**src/rtl/parity_frame_tx.sv**
```systemverilog
// Framed serial transmitter: start bit, LSB-first data, parity bit, stop bit.
// Every output is a register loaded from the next-state values.
module parity_frame_tx #(
  parameter int unsigned DATA_W     = 3,
  parameter int unsigned PARITY_ODD = 0,
  parameter int unsigned BIT_CYCLES = 1
) (
  input  logic              clk,
  input  logic              rst,
  input  logic [DATA_W-1:0] x,
  input  logic              valid,
  output logic              ready,
  output logic              tx,
  output logic              busy,
  output logic              parity_bit,
  output logic              frame_done
);

  localparam int unsigned CW = (BIT_CYCLES > 1) ? $clog2(BIT_CYCLES) : 1;
  localparam int unsigned BW = (DATA_W > 1) ? $clog2(DATA_W) : 1;
  localparam logic [CW-1:0] CNT_LAST = CW'(BIT_CYCLES - 1);
  localparam logic [BW-1:0] BIT_LAST = BW'(DATA_W - 1);
  localparam logic          ODD_BIT  = (PARITY_ODD != 0);

  typedef enum logic [2:0] {IDLE, START, DATA, PARITY, STOP} state_e;

  state_e            state_q, state_d;
  logic [CW-1:0]     cnt_q, cnt_d;
  logic [BW-1:0]     bit_q, bit_d;
  logic [DATA_W-1:0] shift_q, shift_d;
  logic              par_q, par_d;
  logic              tx_q, tx_d;
  logic              ready_q, ready_d;
  logic              busy_q, busy_d;
  logic              done_q, done_d;

  always_ff @(posedge clk) begin
    if (rst) begin
      state_q <= IDLE;
      cnt_q   <= '0;
      bit_q   <= '0;
      shift_q <= '0;
      par_q   <= 1'b0;
      tx_q    <= 1'b1;
      ready_q <= 1'b1;
      busy_q  <= 1'b0;
      done_q  <= 1'b0;
    end else begin
      state_q <= state_d;
      cnt_q   <= cnt_d;
      bit_q   <= bit_d;
      shift_q <= shift_d;
      par_q   <= par_d;
      tx_q    <= tx_d;
      ready_q <= ready_d;
      busy_q  <= busy_d;
      done_q  <= done_d;
    end
  end

  always_comb begin
    state_d = state_q;
    cnt_d   = cnt_q;
    bit_d   = bit_q;
    shift_d = shift_q;
    par_d   = par_q;

    if (state_q == IDLE) begin
      if (valid) begin
        shift_d = x;
        par_d   = (^x) ^ ODD_BIT;
        cnt_d   = '0;
        bit_d   = '0;
        state_d = START;
      end
    end else if (cnt_q != CNT_LAST) begin
      cnt_d = cnt_q + 1'b1;
    end else begin
      cnt_d = '0;
      unique case (state_q)
        START:  state_d = DATA;
        DATA: begin
          shift_d = shift_q >> 1;
          if (bit_q == BIT_LAST) begin
            bit_d   = '0;
            state_d = PARITY;
          end else begin
            bit_d = bit_q + 1'b1;
          end
        end
        PARITY: state_d = STOP;
        STOP:   state_d = IDLE;
        default: state_d = IDLE;
      endcase
    end
  end

  // Outputs are decoded from the next state so the registered copies line up
  // with the state they describe in the same cycle.
  always_comb begin
    tx_d = 1'b1;
    unique case (state_d)
      START:   tx_d = 1'b0;
      DATA:    tx_d = shift_d[0];
      PARITY:  tx_d = par_d;
      default: tx_d = 1'b1;
    endcase
    ready_d = (state_d == IDLE);
    busy_d  = (state_d != IDLE);
    done_d  = (state_d == STOP) && (cnt_d == CNT_LAST);
  end

  assign ready      = ready_q;
  assign tx         = tx_q;
  assign busy       = busy_q;
  assign parity_bit = par_q;
  assign frame_done = done_q;

endmodule

```
**config.mk**
```make
export PLATFORM = sky130hd
export DESIGN_NAME = parity_frame_tx
export DESIGN_NICKNAME = d
export VERILOG_FILES = /design/src/rtl/parity_frame_tx.sv
export SDC_FILE = /design/constraint.sdc
export NUM_CORES = 1
export LEC_CHECK = 0
export BUFFER_PORTS_ARGS = -buffer_cell sky130_fd_sc_hd__buf_2
export CORE_AREA = 2 2 39 41
export CTS_CLUSTER_SIZE = 10
export DETAILED_ROUTE_END_ITERATION = 16
export DIE_AREA = 0 0 41 43
export PLACE_DENSITY = 0.66
export REMOVE_ABC_BUFFERS = 1
export SETUP_SLACK_MARGIN = 0.5
export SLEW_MARGIN = 0
export SYNTH_ARGS = -nofsm -noshare
export SYNTH_HDL_FRONTEND = slang
export SYNTH_SLANG_ARGS = --single-unit
```
**constraint.sdc**
```tcl
create_clock -name clk -period 2.61 [get_ports clk]
set_input_delay 0.522 -clock clk [delete_from_list [all_inputs] [get_ports clk]]
set_output_delay 0.522 -clock clk [all_outputs]
set_load 0.1 [all_outputs]
```
# After elaboration in Yosys (flattened, before gate mapping)
# Index checks and enable logic that the tools add are counted.
# Widths: inputs -> output; s select.
# word_totals
in_bits,6
word_cells,50
out_inout_bits,5
register_bits,14
# op_classes
eq_ne,10
muxes,20
bitwise,1
addsub,2
n_reduce_logical,7
# ops
operator,count
$mux 3,8
$eq 3x2->1 const B,4
$mux 2,5
$pmux 3 s3,1
$eq 3x1->1 const B,2
$logic_not 3->1,2
$mux 1,5
$eq 3x3->1 const B,1
$pmux 1 s3,1
$reduce_and 3->1,1
$reduce_bool 3->1,1
$reduce_xor 3->1,1
$add 2x1->2 const B,1
$eq 2x2->1 const B,1
$ne 2x1->1 const B,1
$ne 2x2->1 const B,1
$reduce_bool 2->1,1
$add 1x1->1 const B,1
$logic_and 1x1->1,1
$not 1->1,1

# Depth between registers and ports, before layout
# logic_depth
word_depth,7
depth_mapped,5
mapped_depth_nobuf,4

# Worst setup path before layout
# OpenSTA, ideal clock, no wires.
# synth_timing
path_type,reg2out
startpoint,register par_q (netlist: parity_bit)
endpoint,output port parity_bit
t_required_ns,2.088
path_stages_with_launch,1
arrival_time_ns,0.936
setup_slack_ns,1.152
path_buffers,0
cell_sequence,dfxtp_1
# synth_rtl
item,line_no,text
"start, declared",31,"logic par_q, par_d;"
"start signal, assigned",53,par_q <= par_d;
"end, declared",15,"output logic parity_bit,"
# No word-level cell between the ends.

# Worst setup path after layout
# layout_timing
startpoint,register par_q (netlist: parity_bit)
endpoint,output port parity_bit
# No word-level cell between the ends.

==> metrics <==
Post-Synthesis Cells 60; Net Sw Frac between 30% and 40%; largest net degree at the start of global routing 13; Post-route DRC 0; register area share after synthesis approximately 45%; logic gate share of total power roughly a quarter; width of the chip approximately 41 microns; P per Cell Area slightly below 700 mW/mm^2; All-Layer GR Usage between 10% and 20%; Pre-antenna DRT Iters 4; Worst-Margin Slew between 0.4 and 0.5 ns; total CTS buffers 3; Die Y around 43 microns; multi-input logic area roughly 320 sq um; Rows 14; drt first-iter violations 16; leakage approximately 0.00029 uW; vias in the first global route 427; die area roughly 0.0018 sq mm; ANT nets after route 0; CTS Hold Buffers Added 0; Clock Latency Late Sink approximately 0.27 ns; max frequency around 630 MHz; fin crit share roughly three fifths; Avg Cell Area, Syn between 10 and 15 sq um; Critical Path Fanout Max 3; Ant. Diodes 0; cells along the critical path buf_2; Area Overhead vs Synth 12.5%; clock root buffer clkbuf_4; Placed Area a little under 700 sq um; skew final ~0.0025 ns; Worst Path Arrival approximately 1.1 ns; Placed Cells incl. Taps 84; Detailed Route WL 1070 microns; Post CTS Setup Buffer Count 0; clock slew at reported path FFs 0.08 ns; Final Net Count slightly below 80; Setup CP Type reg2out; H-tree level count 1; initial antenna violation count 0; Sequential Area roughly 280 sq um; end-of-flow core utilization ~50%; Netlist cell types 29; critical path's slowest cell buf_2; Buf/Inv on CP 1; area leader, netlist dfxtp_1; first-pass GRT wire length 1740 microns; Max VDD drop 0.000304 V; # clock sinks 14; min-delay worst type reg2reg; vias about 480; post-route cell area roughly 700 sq um; PortBufs 10; wire per inst between 10 and 15 microns; CP top delay family buffers and inverters; WP data required between 2 and 2.5 ns; CP Capture Type primary output; Power Internal between 300 and 400 uW; register share of total power between 50% and 60%; Boundary Pins 11; post-cts resize count 0; Final Hold Vio Count 0; final worst setup slack 1.02 ns; top cells by area, synth dfxtp_1 (45%), nor4b_4 (7.6%), nor2_1 (6.0%); Net Sw Power 161 uW; Tmin final between 1.5 and 2 ns; TritonCTS clock tree built; Rel. slew slack around two thirds; most common cell after layout, fill and taps aside dfxtp_1; Setup violations, final 0; clock power share around 25%; Place WS 1.02 ns; vias per cell about 5.5; non-filler instance count after layout 87; global route total overflow 0; Synth top area share a little under half; setup_tns 0 ns; layout cells sized above 1 between 20% and 30%; CTS Buffer Depth 2; initial core utilization 44.9%; Critical Path Max Stage Delay about 0.44 ns; synth warn 0; RSZ-0062 raised after global routing false; core area between 0.001 and 0.0015 sq mm; Fill cells around 120; Setup crit start kind flip-flop; commonest cells after routing, fill and taps aside dfxtp_1 (14), nor2_1 (10), buf_2 (10); status complete, no violations; RD Place Congestion between 0.6 and 0.7; Synth Register Bits 14; Post-DP HPWL about 800 microns; mapped cell area just over 600 sq um; final slew viol count 0; max_cap viols 0
-- cells in the mapped netlist, drive strengths merged --
library cell  count
dfxtp            14
nor2             10
a22oi             3
inv               3
a31oi             2
mux2i             2
nand2             2
nor4b             2
xnor2             2
a21oi             1
a221o             1
a221oi            1
a222oi            1
a22o              1
a2bb2oi           1
and3              1
buf               1
clkbuf            1
mux2              1
nand3             1
nand3b            1
nor2b             1
nor3              1
nor3b             1
nor4bb            1
o211ai            1
o21ai             1
o21bai            1
or2               1
-- per-stage QoR --
step	power, uW	hold slack [ns]
floorplan	339	0.442
global placement	361	0.461
detailed placement	363	0.466
CTS	477	0.478
global route	492	0.506
finish	477	0.471
-- kinds of logic after synthesis --
group	after synthesis	synth area share [%]
buffers and inverters	5	4.22
multiplexers	3	5.03
AND/OR/NAND/NOR	22	24.3
AO/OA/AOI/OAI	14	18.5
XOR/XNOR	2	2.82
flip-flops	14	45.1
-- state kept, by name (all words and copies together) (netlist names) --
name,flops
frame_done,1
shift_q,3
busy,1
parity_bit,1
tx,1
ready,1
cnt_q,1
state_q,3
bit_q,2
-- metal layers --
layer	global-route usage (%)	vias to the layer above	routed length, microns
li1	-	240	-
met1	19.9	220	517
met2	21.3	16	492
met3	3.14	2	53
met4	6.00	0	10
met5	0	-	0
-- final timing paths --
kind	start	endpoint	slack (ns)	depth (start not counted)
max	parity_bit$_SDFF_PP0_	parity_bit	1.02	1
min	bit_q[1]$_SDFFE_PP0P_	bit_q[1]$_SDFFE_PP0P_	0.47	2
max reg2reg	state_q[1]$_SDFF_PP0_	ready$_SDFF_PP1_	1.13	4
min reg2reg	bit_q[1]$_SDFFE_PP0P_	bit_q[1]$_SDFFE_PP0P_	0.47	2
-- power by group through the flow --
stage	sequential [uW]	clock [uW]	combinational, uW
after global placement	244	0	117
after CTS	239	119	119
final	239	120	118
after floorplan	293	0	46.3
after detailed placement	244	0	118
after global routing	242	124	126
-- layout make-up --
type | instances | share of cell area, %
clock buffers | 3 | 3.22
inverters | 3 | 1.61
multi-input cells | 41 | 45.1
flip-flops and latches | 14 | 40.1
well taps | 16 | 2.86
repair buffers | 10 | 7.16
Power figures use the tool's default switching activity.
